--- config.mk ---
export PLATFORM = sky130hd
export DESIGN_NAME = panxi_ifu_fetch_ctrl
export DESIGN_NICKNAME = d
export VERILOG_FILES = /design/src/rtl/panxi_ifu_fetch_ctrl_pkg.sv /design/src/rtl/panxi_ifu_outbuf.sv /design/src/rtl/panxi_ifu_fetch_ctrl.sv
export SDC_FILE = /design/constraint.sdc
export NUM_CORES = 1
export LEC_CHECK = 0
export CAP_MARGIN = 20
export CORE_MARGIN = 1
export CORE_UTILIZATION = 50
export CTS_BUF_LIST = sky130_fd_sc_hd__clkbuf_2
export DETAILED_ROUTE_END_ITERATION = 16
export PLACE_DENSITY = 0.81
export SLEW_MARGIN = 40
export SYNTH_ARGS = -nofsm -noshare
export SYNTH_HDL_FRONTEND = slang
export SYNTH_SLANG_ARGS = --single-unit
--- constraint.sdc ---
create_clock -name clk -period 2.3 [get_ports clk]
set_input_delay 0.345 -clock clk [delete_from_list [all_inputs] [get_ports clk]]
set_output_delay 0.345 -clock clk [all_outputs]
set_load 0.05 [all_outputs]
--- src/rtl/panxi_ifu_fetch_ctrl_pkg.sv ---
// Shared fetch-unit constants, fetch FSM encoding and a small alignment helper.
package panxi_ifu_fetch_ctrl_pkg;

    localparam int          PANXI_DW       = 32;
    localparam logic [31:0] PANXI_RESET_PC = 32'h8000_0000;
    localparam logic [31:0] PANXI_NOP_INST = 32'h0000_0013;

    typedef enum logic [2:0] {
        ST_IDLE = 3'd0,
        ST_REQ  = 3'd1,
        ST_WAIT = 3'd2,
        ST_DROP = 3'd3,
        ST_HALT = 3'd4
    } fetch_state_e;

    function automatic logic is_misaligned(input logic [1:0] addr_lsb);
        return addr_lsb != 2'b00;
    endfunction

endpackage

--- src/rtl/panxi_ifu_outbuf.sv ---
// Single-entry valid/ready IF/ID output register; a load beats flush and consume.
module panxi_ifu_outbuf #(
    parameter int DW = 32
) (
    input  logic          clk,
    input  logic          rst_n,
    input  logic          load,
    input  logic [DW-1:0] load_pc,
    input  logic [DW-1:0] load_inst,
    input  logic          load_err,
    input  logic          flush,
    input  logic          rdy,
    output logic          vld,
    output logic [DW-1:0] pc,
    output logic [DW-1:0] inst,
    output logic          err
);

    always_ff @(posedge clk or negedge rst_n) begin
        if (!rst_n) begin
            vld  <= 1'b0;
            pc   <= '0;
            inst <= '0;
            err  <= 1'b0;
        end else if (load) begin
            vld  <= 1'b1;
            pc   <= load_pc;
            inst <= load_inst;
            err  <= load_err;
        end else if (flush || rdy) begin
            vld  <= 1'b0;
        end
    end

endmodule

--- src/rtl/panxi_ifu_fetch_ctrl.sv ---
// Fetch sequencer: owns the fetch PC, keeps one I-cache request in flight,
// applies ctrl redirects and drops responses that belong to a stale PC.
module panxi_ifu_fetch_ctrl
    import panxi_ifu_fetch_ctrl_pkg::*;
#(
    parameter int          DW       = PANXI_DW,
    parameter logic [DW-1:0] RESET_PC = DW'(PANXI_RESET_PC)
) (
    input  logic          clk,
    input  logic          rst_n,
    input  logic          redirect_vld,
    input  logic [DW-1:0] redirect_pc,
    output logic          ic_req_vld,
    output logic [DW-1:0] ic_req_addr,
    input  logic          ic_req_rdy,
    input  logic          ic_rsp_vld,
    input  logic [DW-1:0] ic_rsp_inst,
    input  logic          ic_rsp_err,
    output logic          ifid_vld,
    output logic [DW-1:0] ifid_pc,
    output logic [DW-1:0] ifid_inst,
    output logic          ifid_err,
    input  logic          ifid_rdy,
    output logic          fetch_busy
);

    fetch_state_e  state_reg, state_next;
    logic [DW-1:0] pc_reg, pc_next;
    logic [DW-1:0] req_pc_reg, req_pc_next;
    logic          halt_pend_reg, halt_pend_next;

    logic          req_fire;
    logic          in_flight;
    logic          ob_load;
    logic [DW-1:0] ob_load_pc;
    logic [DW-1:0] ob_load_inst;
    logic          ob_load_err;
    logic          ob_flush;

    // Requests only when the output slot will be free by the time data returns.
    assign ic_req_vld  = (state_reg == ST_REQ) && (!ifid_vld || ifid_rdy);
    assign ic_req_addr = pc_reg;
    assign req_fire    = ic_req_vld && ic_req_rdy;
    assign fetch_busy  = (state_reg == ST_WAIT) || (state_reg == ST_DROP);

    // A request is still owed a response after this edge.
    assign in_flight = req_fire
                    || (((state_reg == ST_WAIT) || (state_reg == ST_DROP)) && !ic_rsp_vld);

    always_comb begin
        state_next     = state_reg;
        pc_next        = pc_reg;
        req_pc_next    = req_pc_reg;
        halt_pend_next = halt_pend_reg;
        ob_load        = 1'b0;
        ob_load_pc     = req_pc_reg;
        ob_load_inst   = ic_rsp_inst;
        ob_load_err    = 1'b0;
        ob_flush       = 1'b0;

        unique case (state_reg)
            ST_IDLE: state_next = ST_REQ;
            ST_REQ: begin
                if (req_fire) begin
                    req_pc_next = pc_reg;
                    pc_next     = pc_reg + DW'(4);
                    state_next  = ST_WAIT;
                end
            end
            ST_WAIT: begin
                if (ic_rsp_vld) begin
                    ob_load = 1'b1;
                    if (ic_rsp_err) begin
                        ob_load_inst = DW'(PANXI_NOP_INST);
                        ob_load_err  = 1'b1;
                        state_next   = ST_HALT;
                    end else begin
                        state_next   = ST_REQ;
                    end
                end
            end
            ST_DROP: begin
                if (ic_rsp_vld) begin
                    state_next     = halt_pend_reg ? ST_HALT : ST_REQ;
                    halt_pend_next = 1'b0;
                end
            end
            ST_HALT: state_next = ST_HALT;
            default: state_next = ST_IDLE;
        endcase

        // Redirect overrides whatever the state logic decided above.
        if (redirect_vld) begin
            pc_next  = redirect_pc;
            ob_flush = 1'b1;
            ob_load  = 1'b0;
            if (is_misaligned(redirect_pc[1:0])) begin
                ob_load        = 1'b1;
                ob_load_pc     = redirect_pc;
                ob_load_inst   = DW'(PANXI_NOP_INST);
                ob_load_err    = 1'b1;
                state_next     = in_flight ? ST_DROP : ST_HALT;
                halt_pend_next = in_flight;
            end else begin
                state_next     = in_flight ? ST_DROP : ST_REQ;
                halt_pend_next = 1'b0;
            end
        end
    end

    always_ff @(posedge clk or negedge rst_n) begin
        if (!rst_n) begin
            state_reg     <= ST_IDLE;
            pc_reg        <= RESET_PC;
            req_pc_reg    <= '0;
            halt_pend_reg <= 1'b0;
        end else begin
            state_reg     <= state_next;
            pc_reg        <= pc_next;
            req_pc_reg    <= req_pc_next;
            halt_pend_reg <= halt_pend_next;
        end
    end

    panxi_ifu_outbuf #(
        .DW (DW)
    ) u_outbuf (
        .clk       (clk),
        .rst_n     (rst_n),
        .load      (ob_load),
        .load_pc   (ob_load_pc),
        .load_inst (ob_load_inst),
        .load_err  (ob_load_err),
        .flush     (ob_flush),
        .rdy       (ifid_rdy),
        .vld       (ifid_vld),
        .pc        (ifid_pc),
        .inst      (ifid_inst),
        .err       (ifid_err)
    );

endmodule

Word-level counts from Yosys, hierarchy flattened
Cells that the tools add are included.

Output and inout bits: 100. Bits in registers: 134. Logic and storage cells: 72.

Add/subtract/negate cells: 1. Reduce and logical (&&, ||, !) cells: 20. Muxes and demuxes: 36. Equal/unequal tests: 7.

Operator list (count): 2-to-1 mux 32 bit (10); adder 32 x 3 -> 32 bit (second input constant) (1); 2-to-1 mux 3 bit (8); 2-to-1 mux 1 bit (16); one-hot mux 3 bit (5 select lines) (1); nonzero test 2 bit (6); != test 3 bit (second input constant) (3); == test 3 x 2 -> 1 bit (second input constant) (2); AND reduction 2 bit (3); logical OR 1 bit (4); == test 3 x 1 -> 1 bit (second input constant) (1); == test 3 bit (second input constant) (1); logical AND 1 bit (3); logical NOT 3 bit (1); AND reduction 3 bit (1); logical NOT 1 bit (2); 2-to-1 mux 2 bit (1).

Logic depth before layout (Yosys ltp)
Gate-level depths: netlist of the first run.

Depth after elaboration: 8. Gate-level depth with buffers: 8. Gate-level depth less buffers: 5.

Modules after synthesis
Synthesis of the first run repeated with hierarchy kept, for this count alone.

Cells, all modules: 642. Area total of the unflattened synthesis: 6500.0 um^2.

By module, submodules not included: panxi_ifu_fetch_ctrl (times used 1, sequential area each 1702.9 um^2, cells each 502, area each 3892.5 um^2); panxi_ifu_outbuf (times used 1, sequential area each 1651.6 um^2, cells each 140, area each 2607.5 um^2).

Worst setup path after synthesis of the first run
OpenSTA, ideal clock, no wires.

Path type: reg2reg. Start point: reg pc_reg[12], in the netlist ic_req_addr[12]. End point: reg pc_reg[27], in the netlist ic_req_addr[27]. Arrival: 2.136 ns. Slack: 0.023 ns. Buffers on the path: 2. Clock period less this slack: 2.277 ns. Cell stages (with the launch flop): 7. Setup time: 0.141 ns. Data required time: 2.159 ns. Cell sequence: dfrtp_1 nand3_2 or4_1 buf_2 buf_2 o41ai_1 a31oi_1.

Cells in the longest elaborated chain, start to end: 4.

Ends and longest elaborated chain: start: declaration (RTL line panxi_ifu_fetch_ctrl.sv:28) `logic [DW-1:0] pc_reg, pc_next;`; start signal: assignment (RTL line panxi_ifu_fetch_ctrl.sv:119) `pc_reg <= pc_next;`; adder 32 x 3 -> 32 bit (RTL line panxi_ifu_fetch_ctrl.sv:66) `pc_next = pc_reg + DW'(4);`; 2-to-1 mux 32 bit (RTL line panxi_ifu_fetch_ctrl.sv:64) `if (req_fire) begin`; 2-to-1 mux 32 bit (RTL line panxi_ifu_fetch_ctrl.sv:61) `unique case (state_reg)`; 2-to-1 mux 32 bit (RTL line panxi_ifu_fetch_ctrl.sv:93) `if (redirect_vld) begin`.

Every way passes these cells. The select of a mux whose other input is x is not followed. A chain may end at the register's enable or synchronous reset.

Final worst setup path of the first run
Start point: reg pc_reg[22], in the netlist ic_req_addr[22]. End point: out ic_req_addr[22].

RTL lines: end: declaration (RTL line panxi_ifu_fetch_ctrl.sv:14) `output logic [DW-1:0] ic_req_addr,`.

No word-level cell between the ends.

==> results of run 1 <==
-- synth_stat cells (5+ instances only) --
master / number / area [um2]
or4_1: 15 / 113
mux2i_1: 31 / 310
o21ai_0: 56 / 280
a22o_1: 31 / 272
buf_2: 8 / 40.0
or3_1: 8 / 50.1
a31oi_1: 16 / 100
nand4_1: 12 / 75.1
nor2b_1: 5 / 31.3
dfrtp_1: 133 / 3330
clkbuf_1: 31 / 116
nand2_1: 139 / 522
nand3_1: 19 / 95.1
inv_1: 8 / 30.0
o31ai_1: 15 / 113
and3_1: 5 / 31.3
nor2_1: 27 / 101
-- per-layer routing --
| metal | vias up | global-route usage (%) | wire length [um] | part of all wire [%] |
|---|---|---|---|---|
| li1 | 2590 | - | - | - |
| met1 | 2689 | 35.8 | 7190 | 42 |
| met2 | 223 | 46.8 | 8330 | 49 |
| met3 | 24 | 7.94 | 1170 | 6.9 |
| met4 | 0 | 9.78 | 283 | 1.7 |
| met5 | - | 0 | 0 | 0 |
-- per-stage QoR --
stage	instance area [um2]	std cells	hold WS, ps
2_1_floorplan	6120	622	49.4
3_3_place_gp	8200	932	341
3_5_place_dp	8200	932	348
4_1_cts	8410	965	53.8
5_1_grt	8410	966	91.3
6_report	8410	966	88.1
-- report_power, final --
group	internal [mW]	total (mW)	switching [mW]
clock	0.920	1.82	0.900
sequential	2.82	3.17	0.348
combinational	0.794	2.27	1.47
-- cells in the final DEF (no fill, tap or decap), drive strengths merged, types with 5 or more instances in the layout --
cell type / count
nor2: 27
or4: 15
nand3: 20
bufinv: 6
and3: 5
clkinv: 5
nand2: 139
o31ai: 15
clkdlybuf4s50: 69
mux2i: 31
nand4: 13
dfrtp: 133
o21ai: 56
a22o: 31
or3: 8
buf: 38
inv: 9
a31oi: 16
nor2b: 5
clkbuf: 19
dlygate4sd2: 93
-- cells by family (layout without fill, tap and decap cells) --
logic type,after synthesis,after routing,share of synthesized area (%)
DFF,134,134,54.8
adders and majority gates,1,1,0.205
AOI/OAI and AO/OA,142,142,15.5
buffers and inverters,49,246,3.17
xor gates and xnor gates,7,7,1.00
and+or+nand+nor,255,255,19.7
muxes,34,34,5.62
-- worst max-delay path by stage --
stage,endpoint,slack [ps],startpoint
CTS,ic_req_addr[31],10,ic_req_addr[31]
detailed placement,ic_req_addr[31],-30,ic_req_rdy
global placement,ic_req_addr[31],-50,ic_req_rdy
floorplan,ic_req_addr[27],20,ic_req_addr[12]
finish,ic_req_addr[22],80,ic_req_addr[22]
global route,ic_req_addr[31],0.7,ic_req_addr[12]
-- cell type report --
cell class	count	share of cell area, %
inverter	8	0.357
tap	147	2.19
clock buffer	17	1.01
multi-input combinational	439	30.8
clock inverter	15	2.77
sequential	134	39.9
timing repair buffer	206	23.0
-- timing repair --
action | 4_1_cts | 5_1_grt
resized for setup | 104 | 6
pin swaps | 0 | 0
buffers inserted | 0 | 1
hold buffers | 1 | 0
hold endpoints to repair | 134 | 0
endpoints found under the setup margin | 99 | 6
==> results.sh, run 1 <==
export IMPL_status="completed"
export IMPL_synth_avg_cell_area_um2=9.83
export IMPL_hp_class="primary input to async pin"
export IMPL_startpoint_type="register"
export IMPL_register_area_um2=3360
export IMPL_worst_pin_slew_ps=597
export IMPL_route_detailed_drc=0
export IMPL_path_buf_inv=1
export IMPL_wirelength_mm=17.0
export IMPL_multiInputGateArea_um2=2590
export IMPL_antenna_found_initial=0
export IMPL_vdd_drop_max_mv=0.561
export IMPL_slowest_stage="dlygate4sd2_1"
export IMPL_die_height_um=113
export IMPL_syn_area_um2=6120
export IMPL_r2r_slack_ps=120
export IMPL_finalSetupViolations=0
export IMPL_path_delay_family="buffers and inverters"
export IMPL_grt_pass1_vias=5488
export IMPL_area_growth_pct=37.5
export IMPL_overflow=0
export IMPL_dp_slack_ps=-29.0
export IMPL_synth_ff_type="dfrtp_1"
export IMPL_power_total_mw=7.25
export IMPL_leakagePower_nw=4.08
export IMPL_rows=40
export IMPL_finalSetupTns_ps=0
export IMPL_fill_cells=937
export IMPL_ant_nets=0
export IMPL_utilization_pct=70.3
export IMPL_r2r_start="ic_req_addr[12]"
export IMPL_slew_violations=0
export IMPL_crit_type="register to output pin"
export IMPL_maxCapViolCount=0
export IMPL_worstPathRequired_ps=1960
export IMPL_synth_edf_count=0
export IMPL_drive_gt1_share_pct=10.5
export IMPL_synth_distinct_cells=50
export IMPL_dieArea_um2=12700
export IMPL_cp_max_fo=7
export IMPL_syn_inst=622
export IMPL_clk_pin_slew_ps=190
export IMPL_cp_slowest_stage_delay_ps=570
export IMPL_slew_headroom_pct=60.2
export IMPL_core_um2=12000
export IMPL_hpwl_mm=12.2
export IMPL_antenna_cells=0
export IMPL_avgRoutedWirePerCell_um=17.6
export IMPL_yosys_register_bits=134
export IMPL_grt_pass1_wl_mm=27.8
export IMPL_p_per_area_nw_per_um2=862
export IMPL_clk_path_buf_depth=2
export IMPL_clk_insertion_delay_late_ps=770
export IMPL_initial_core_util_pct=51.1
export IMPL_final_setup_skew_ps=24.7
export IMPL_r2r_end="ic_req_addr[29]"
export IMPL_fin_crit_sh_pct=96.6
export IMPL_yosysWarnings=0
export IMPL_die_x_um=113
export IMPL_cts_made_buffers=17
export IMPL_setup_ws_ps=78.7
export IMPL_clock_sinks=134
export IMPL_vias=5526
export IMPL_portBuffers=170
export IMPL_ctsRootBufferMaster="clkbuf_2"
export IMPL_htreeDepth=4
export IMPL_ys_seq_area_share_pct=54.8
export IMPL_syn_nets=694
export IMPL_rsz0062_at_grt="false"
export IMPL_io_pins=171
export IMPL_routabilityCongestion=0.864
export IMPL_dr_pass1_iters=5
export IMPL_grt_max_degree=62
export IMPL_cts_tree="built"
export IMPL_finalNetCount=878
export IMPL_dr_first_iter_drc_count=368
export IMPL_fmax_mhz=450
export IMPL_cp_arrival_ps=1880
export IMPL_crit_path_end_kind="output pin"
export IMPL_viasPerCell=5.72
export IMPL_synthArstFlopShare_pct=100
export IMPL_reg2reg_depth=5
export IMPL_fin_crit_ps=2220
export IMPL_grt_usage_pct=28.3
export IMPL_path_depth=1
export IMPL_crit_chain="dlygate4sd2_1"
export IMPL_finalHoldViolations=0
(Power assumes the default switching activity.)
==> run 2, diff against run 1 <==
Settings changed: CAP_MARGIN 20 to 10.
==> results of run 2 <==
No change in the layout: final DEF, timing and power equal those of run 1.
